File: config.mk
export PLATFORM = sky130hd
export DESIGN_NAME = pat_gen_seq
export DESIGN_NICKNAME = d
export VERILOG_FILES = /design/src/rtl/pat_gen_seq.sv
export SDC_FILE = /design/constraint.sdc
export NUM_CORES = 1
export LEC_CHECK = 0
export CAP_MARGIN = 20
export CORE_MARGIN = 3
export CORE_UTILIZATION = 60
export CTS_CLUSTER_DIAMETER = 100
export DETAILED_ROUTE_END_ITERATION = 16
export GPL_ROUTABILITY_DRIVEN = 0
export PLACE_DENSITY = 0.88
export SYNTH_ARGS = -nofsm -noshare
export SYNTH_HDL_FRONTEND = slang
export SYNTH_SLANG_ARGS = --single-unit
File: constraint.sdc
create_clock -name clk_i -period 2.75 [get_ports clk_i]
set_clock_uncertainty 0.05 [all_clocks]
set_input_delay 0.275 -clock clk_i [delete_from_list [all_inputs] [get_ports clk_i]]
set_output_delay 0.275 -clock clk_i [all_outputs]
set_load 0.01 [all_outputs]
File: src/rtl/pat_gen_seq.sv
// -----------------------------------------------------------------------------
// pat_gen_seq
// -----------------------------------------------------------------------------
// Pattern generator sequencer. Holds NUM_REGS pattern words that are written
// over a simple address/data port from the SI register bus. When enabled, it
// streams the first cfg_len_i words to a downstream consumer over a
// valid/ready handshake, either once or repeatedly.
//
// Optional build macro:
//   PAT_GEN_CHECKSUM_EN - adds pat_csum_o, a running XOR of every word the
//                         consumer accepted since the last start.
//
// Ports:
//   clk_i           clock, all state updates on the rising edge
//   rst_i           synchronous reset, active-high
//   ctl_pat_data_i  write data; only the low DATA_WIDTH bits are stored
//   si_addr_i       write word index
//   wr_en_i         write strobe, one write per cycle
//   wr_err_o        one-cycle pulse when a write was dropped
//   cfg_pat_gen_i   generator enable (level)
//   cfg_len_i       pattern length in words, 1..NUM_REGS
//   cfg_loop_i      1 = repeat pattern, 0 = one-shot
//   pat_data_o      registered pattern word
//   pat_valid_o     pattern word valid
//   pat_ready_i     consumer ready
//   done_o          one-cycle pulse on entry to DONE
//   nopg_o          1 = no pattern being generated
//   pat_csum_o      XOR checksum of accepted words (PAT_GEN_CHECKSUM_EN only)
// -----------------------------------------------------------------------------
module pat_gen_seq #(
   parameter int ADDR_WIDTH          = 32,
   parameter int DATA_WIDTH          = 12,
   parameter int NUM_REGS            = 21,
   parameter int SUB_REGS_DATA_WIDTH = (ADDR_WIDTH > DATA_WIDTH) ? ADDR_WIDTH : DATA_WIDTH,
   localparam int IDX_W              = $clog2(NUM_REGS + 1)
) (
   input  logic                           clk_i,
   input  logic                           rst_i,
   input  logic [SUB_REGS_DATA_WIDTH-1:0] ctl_pat_data_i,
   input  logic [ADDR_WIDTH-1:0]          si_addr_i,
   input  logic                           wr_en_i,
   output logic                           wr_err_o,
   input  logic                           cfg_pat_gen_i,
   input  logic [IDX_W-1:0]               cfg_len_i,
   input  logic                           cfg_loop_i,
   output logic [DATA_WIDTH-1:0]          pat_data_o,
   output logic                           pat_valid_o,
   input  logic                           pat_ready_i,
   output logic                           done_o,
   output logic                           nopg_o
`ifdef PAT_GEN_CHECKSUM_EN
   ,
   output logic [DATA_WIDTH-1:0]          pat_csum_o
`endif
);

   typedef enum logic [1:0] {
      IDLE,
      RUN,
      DONE
   } state_t;

   state_t                state, state_next;
   logic [DATA_WIDTH-1:0] pat_regs [NUM_REGS];
   logic [IDX_W-1:0]      ptr, ptr_next;
   logic [IDX_W-1:0]      len_q, len_next;
   logic                  loop_q, loop_next;
   logic [DATA_WIDTH-1:0] data_next;
   logic                  addr_ok;
   logic                  wr_accept;
   logic                  wr_drop;
   logic                  beat;
   logic                  len_ok;
   logic                  last_word;
   logic                  starting;

   // Write qualification: the whole address is compared so that any set
   // upper bit rejects the write instead of aliasing onto a low register.
   // The pattern is frozen while streaming, so writes in RUN are dropped.
   assign addr_ok   = (si_addr_i < ADDR_WIDTH'(NUM_REGS));
   assign wr_accept = wr_en_i && addr_ok && (state != RUN);
   assign wr_drop   = wr_en_i && !wr_accept;

   // Handshake and sequencing helpers.
   assign beat      = pat_valid_o && pat_ready_i;
   assign len_ok    = (cfg_len_i != '0) && (cfg_len_i <= IDX_W'(NUM_REGS));
   assign last_word = (ptr == (len_q - IDX_W'(1)));
   assign starting  = (state == IDLE) && (state_next == RUN);

   // The write bus may be wider than a pattern word; the excess bits are
   // deliberately discarded.
   generate
      if (SUB_REGS_DATA_WIDTH > DATA_WIDTH) begin : g_unused_bits
         logic unused_wr_bits;
         assign unused_wr_bits = ^ctl_pat_data_i[SUB_REGS_DATA_WIDTH-1:DATA_WIDTH];
      end
   endgenerate

   // Pattern register file. Cleared on reset; written only by accepted writes.
   always_ff @(posedge clk_i) begin
      if (rst_i) begin
         for (int i = 0; i < NUM_REGS; i++) begin
            pat_regs[i] <= '0;
         end
      end else if (wr_accept) begin
         pat_regs[si_addr_i[IDX_W-1:0]] <= ctl_pat_data_i[DATA_WIDTH-1:0];
      end
   end

   // Next-state logic. The output word is computed here one cycle ahead so
   // pat_data_o can be a plain register that holds while the consumer stalls.
   // On start, a write to word 0 in the same cycle is forwarded so the first
   // beat shows the freshly written value. Dropping the enable in RUN lets the
   // presented beat complete and then ends the run, whatever the pointer.
   always_comb begin
      state_next = state;
      ptr_next   = ptr;
      len_next   = len_q;
      loop_next  = loop_q;
      data_next  = pat_data_o;
      case (state)
         IDLE: begin
            data_next = '0;
            if (cfg_pat_gen_i && len_ok) begin
               state_next = RUN;
               ptr_next   = '0;
               len_next   = cfg_len_i;
               loop_next  = cfg_loop_i;
               if (wr_accept && (si_addr_i == '0)) begin
                  data_next = ctl_pat_data_i[DATA_WIDTH-1:0];
               end else begin
                  data_next = pat_regs[0];
               end
            end
         end
         RUN: begin
            if (beat) begin
               if (!cfg_pat_gen_i) begin
                  state_next = DONE;
                  data_next  = '0;
               end else if (!last_word) begin
                  ptr_next  = ptr + IDX_W'(1);
                  data_next = pat_regs[ptr + IDX_W'(1)];
               end else if (loop_q) begin
                  ptr_next  = '0;
                  data_next = pat_regs[0];
               end else begin
                  state_next = DONE;
                  data_next  = '0;
               end
            end
         end
         DONE: begin
            data_next = '0;
            if (!cfg_pat_gen_i) begin
               state_next = IDLE;
            end
         end
         default: begin
            state_next = IDLE;
            data_next  = '0;
         end
      endcase
   end

   // State, sequencing and registered outputs. Status outputs are decoded
   // from the next state so they line up with the state they describe.
   always_ff @(posedge clk_i) begin
      if (rst_i) begin
         state       <= IDLE;
         ptr         <= '0;
         len_q       <= '0;
         loop_q      <= 1'b0;
         pat_data_o  <= '0;
         pat_valid_o <= 1'b0;
         nopg_o      <= 1'b1;
         done_o      <= 1'b0;
         wr_err_o    <= 1'b0;
      end else begin
         state       <= state_next;
         ptr         <= ptr_next;
         len_q       <= len_next;
         loop_q      <= loop_next;
         pat_data_o  <= data_next;
         pat_valid_o <= (state_next == RUN);
         nopg_o      <= (state_next != RUN);
         done_o      <= (state == RUN) && (state_next == DONE);
         wr_err_o    <= wr_drop;
      end
   end

`ifdef PAT_GEN_CHECKSUM_EN
   // Running XOR of accepted words, restarted on each new run and held
   // after the run ends so the consumer can read it in DONE.
   always_ff @(posedge clk_i) begin
      if (rst_i) begin
         pat_csum_o <= '0;
      end else if (starting) begin
         pat_csum_o <= '0;
      end else if (beat) begin
         pat_csum_o <= pat_csum_o ^ pat_data_o;
      end
   end
`else
   // Start detection is only consumed by the checksum.
   logic unused_starting;
   assign unused_starting = starting;
`endif

endmodule

Yosys cells after proc, flatten, opt, wreduce, memory -nomap -nowiden
Memory sizes are Yosys's and may differ from the RTL's.
Cells that the tools add are included.
W data, S select, Z words.
{ "word_totals": {"ff_bits": 29, "mem_bits_rw": 252, "n_memories": 1, "out_inout_bits": 16} }
{ "op_classes": {"reduce_logical": 16, "n_lt_le_gt_ge": 2, "add_sub_neg": 2, "eq_ne": 11, "muxes": 28} }
{ "mem_list": {"columns": ["memory", "depth", "width", "read_ports", "rd_clocked_by_memory_dff", "write_ports", "line", "text"], "rows": [
  ["pat_regs", 21, 12, 2, 0, 21, "64", "logic [DATA_WIDTH-1:0] pat_regs [NUM_REGS];"]
]} }
{ "op_table": {"columns": ["cell", "n"], "rows": [
  ["$mux W12", 7],
  ["$logic_not A32 Y1", 1],
  ["$lt A32 B5 Y1 const B", 1],
  ["$mux W5", 6],
  ["$pmux W12 S2", 1],
  ["$mux W2", 6],
  ["$reduce_or A12 Y1", 1],
  ["$pmux W5 S2", 1],
  ["$logic_and A1 B1 Y1", 8],
  ["$mux W1", 6],
  ["$ne A2 B1 Y1 const B", 3],
  ["$pmux W2 S3", 1],
  ["$add A5 B1 Y5 const B", 1],
  ["$eq A5 B5 Y1", 1],
  ["$le A5 B5 Y1 const B", 1],
  ["$reduce_and A5 Y1", 1],
  ["$reduce_bool A5 Y1", 1],
  ["$sub A5 B1 Y5 const B", 1],
  ["$eq A2 B1 Y1 const B", 2],
  ["$eq A2 B2 Y1 const B", 2],
  ["$ne A2 B2 Y1 const B", 2],
  ["$ne A3 B3 Y1 const B", 1],
  ["$logic_not A2 Y1", 1],
  ["$reduce_and A2 Y1", 1],
  ["2 further kinds", 2]
]} }

Logic depth before layout (Yosys ltp)
Gate-level depths: netlist of run 1.
{ "depth": {"depth_word": 8, "mapped_depth": 9} }

Worst setup path before layout of run 1
No wires, ideal clock.
{ "synth_path": {"path_kind": "input to register", "start": "in si_addr_i[8]", "end": "mem pat_regs[0][0] (enable)", "slack_ps": 550, "setup_time_ps": 359, "n_path_buf": 1, "stages": 6, "arrival_ps": 1791, "required_ps": 2341, "cell_sequence": "nor4_1 nand4_1 nor3_4 nand3_2 buf_2 nand2b_1"} }
{ "synth_rtl": {"columns": ["element", "line", "text"], "rows": [
  ["start: declaration", "40", "input logic [ADDR_WIDTH-1:0] si_addr_i,"],
  ["end: declaration", "64", null]
]} }

==> results of run 1 <==
## layout make-up
| type | instances | area, um2 | area share |
|---|---|---|---|
| well taps | 390 | 488 | 0.0227 |
| flip-flops and latches | 413 | 12100 | 0.565 |
| repair buffers | 136 | 1330 | 0.0622 |
| multi-input cells | 840 | 6310 | 0.294 |
| clock inverters | 21 | 141 | 0.00659 |
| inverters | 3 | 11.3 | 0.000525 |
| clock buffers | 51 | 1060 | 0.0496 |
## registers in the layout (all words and copies together), names as in the netlist
signal       flops
done_o           1
len_q            5
loop_q           1
nopg_o           1
pat_data_o      12
pat_regs       384
pat_valid_o      1
ptr              5
state            2
wr_err_o         1
## logic make-up (layout without fill, tap and decap cells)
logic type                 Yosys count  in the layout
other                                1            132
AOI/OAI and AO/OA                   56             56
adders and majority gates            2              2
buffers and inverters              102            211
xor gates and xnor gates             9              9
and+or+nand+nor                    531            531
DFF                                413            413
muxes                              110            110
## cell usage after synthesis, drive strengths merged (2+ instances only)
cell and instances:
nor4b 2, nor4 8, nand3b 6, o21ai 7, buf 34, a21o 5
or2 20, a21oi 6, nor2 31, o211ai 4, and3b 3, a22oi 12
mux2i 14, nor3 8, dfxtp 29, nor3b 5, nand3 59, nand4 13
mux4 96, nand2b 5, xnor2 4, inv 3, ha 2, and2 252
clkbuf 65, nor2b 2, o221ai 12, xor2 5, edfxtp 384, nand2 115
## worst max-delay path, stage by stage, from the launching register on
cell	delay (ns)
dfxtp_1	0.41
nand2b_1	0.41
nand3_1	0.20
nor3_4	0.34
o211ai_2	0.25
nor2_1	0.28
or2_2	0.38
## placed cells by master, fill, tap and decap left out, drive strengths merged, types with 6 or more instances in the layout
master         instances
o221ai                12
mux4                  96
nand2                115
and2                 252
a22oi                 12
o21ai                  7
clkbuf                51
a21oi                  6
nor2                  31
clkinv                18
dfxtp                 29
clkdlybuf4s50         70
nand3b                 6
or2                   20
nand4                 13
nor3                   8
edfxtp               384
buf                   66
nor4                   8
nand3                 59
mux2i                 14
conb                 132
## worst paths after layout
path                          from                             to  slack (ns)  cells after the start
max            state[1]$_SDFF_PP0_  pat_regs[9][10]$_SDFFCE_PN0P_        0.09                      6
min                   cfg_len_i[0]          len_q[0]$_SDFFE_PP0P_        0.32                      3
max reg2reg    state[1]$_SDFF_PP0_  pat_regs[9][10]$_SDFFCE_PN0P_        0.09                      6
min reg2reg  len_q[1]$_SDFFE_PP0P_          len_q[1]$_SDFFE_PP0P_        0.44                      2
## power breakdown
group / internal [mW] / total, mW / switching [mW]
clock: 2.92 / 5.15 / 2.23
combinational: 0.301 / 0.701 / 0.401
sequential: 7.16 / 7.26 / 0.103
total: 10.4 / 13.1 / 2.73
## through the flow
step	area [um2]	std cells	util	power, mW
2_1_floorplan	18800	1355	-	7.72
3_3_place_gp	20300	1782	0.678	8.01
3_5_place_dp	20300	1782	0.678	8.07
4_1_cts	21500	1854	0.718	13.1
5_1_grt	21500	1854	0.718	13.5
6_report	21500	1854	0.718	13.1
## per-layer routing
metal	up-vias	GRT usage
met4	0	0.120
li1	4843	-
met5	-	0
met2	700	0.462
met3	139	0.0523
met1	5677	0.342
==> reports/metrics.cfg, run 1 <==
[synthesis]
synth_edf_count = 384
synthMuxAreaShare = 0.126
synthesis.area_um2 = 18300
ys_warn_count = 0
ys_ff_latch = 413
synthCells = 1224
synthTopCellsByArea = edfxtp_1 (63%), mux4_2 (12%), and2_1 (8.6%), dfxtp_1 (3.2%), nand2_1 (2.4%)
yosysUniqueCellTypes = 53
synthAdderAreaFrac = 0.00137
synth-simple-area-share = 0.161
synth-seq-area-share = 0.661
syn_avg_cell_area_um2 = 15.0
synth_top_family_by_area = simple AND/OR/NAND/NOR gates
ys.flop_type = edfxtp_1
netlist.top_cell.by_area = edfxtp_1
synth_xor_area_frac = 0.00430
synth_compound_area_frac = 0.0229
synth-async-reset-ratio = 0
synth_top_area_share = 0.629

[clocking]
cts_sinks = 413
cts_buffers = 41
postCtsSetupBuffers = 0
clk_pin_slew_ns = 0.06
cts_max_level = 2
cts_hold_buf = 0
cts-root-buf = clkbuf_16
clk_latency_ns = 0.53
cts_tree = done
cts_resized = 0
cts.path.max_buffers = 3

[setup_path]
crit_fanout = 12
crit_type = reg2reg
worstPathArrival_ns = 2.80
worst_setup_path_start_kind = flip-flop
crit_path_end_kind = flip-flop
worstPathRequired_ns = 2.89

[route]
drc = 0
drt-total-wl_um = 44000
vias = 11400
viasPerCell = 6.13
wl_per_cell_um = 23.7
wl_met2_um = 22600
dr_wl_met3_um = 4100
drt-initial-drc-count = 1431
drt-met1-wl_um = 15300
ant_nets = 0
dr.max_layer_used = met4
first_pass_iters = 5

[grt]
grt_pass1_wl_um = 67900
gr-total-overflow = 0
grt_start_max_net_pins = 70
grt_util_all_layers = 0.271
grt_pass1_vias = 11900
antenna_found_initial = 0

[timing]
rsz0062_at_grt = false
whs_ns = 0.316
min_period_over_period = 0.966
slew_violations = 0
min_period_ns = 2.66
final.setup.tns_ns = 0
max_slew_margin = 0.566
clock.fmax_mhz = 377
setup_slack_ns = 0.0946
hold_viol = 0
setup_viol = 0
worst_pin_slew_ns = 0.649

[cells_and_area]
drive_above_1_share = 0.167
synthToLayoutAreaGrowth_pct = 17.2
num-fill-cells = 1728
fin_nets = 1512
diodes = 0

[outcome]
status = complete, no violations

[place]
hpwl_um = 27000
port_buffers = 70
place_ws_ns = -0.0824

[die]
dieHeight_um = 181
placementRows = 63
coreArea_um2 = 29900
die_w_um = 181
boundaryPins = 91
die_area_um2 = 32700
start_util = 0.613

[pwr]
powerDensity_nw_per_um2 = 611
p_leak_nw = 7.88
peakVddDrop_mv = 0.399

[run]
cap_violations = 0

[hold_path]
hold_class = in2reg

No activity file was read; power rests on OpenSTA's default activity.
==> inputs of run 2 (changes only) <==
--- a/config.mk
+++ b/config.mk
@@ -15,3 +15,4 @@
 export SYNTH_ARGS = -nofsm -noshare
 export SYNTH_HDL_FRONTEND = slang
 export SYNTH_SLANG_ARGS = --single-unit
+export TNS_END_PERCENT = 100
==> results of run 2 <==
The final DEF is identical to that of run 1; final timing and power are the same.
==> inputs of run 3 (changes only) <==
--- a/config.mk
+++ b/config.mk
@@ -5,6 +5,7 @@
 export SDC_FILE = /design/constraint.sdc
 export NUM_CORES = 1
 export LEC_CHECK = 0
+export ABC_CLOCK_PERIOD_IN_PS = 2750
 export CAP_MARGIN = 20
 export CORE_MARGIN = 3
 export CORE_UTILIZATION = 60
==> results of run 3 <==
The final DEF is identical to that of run 1; final timing and power are the same.
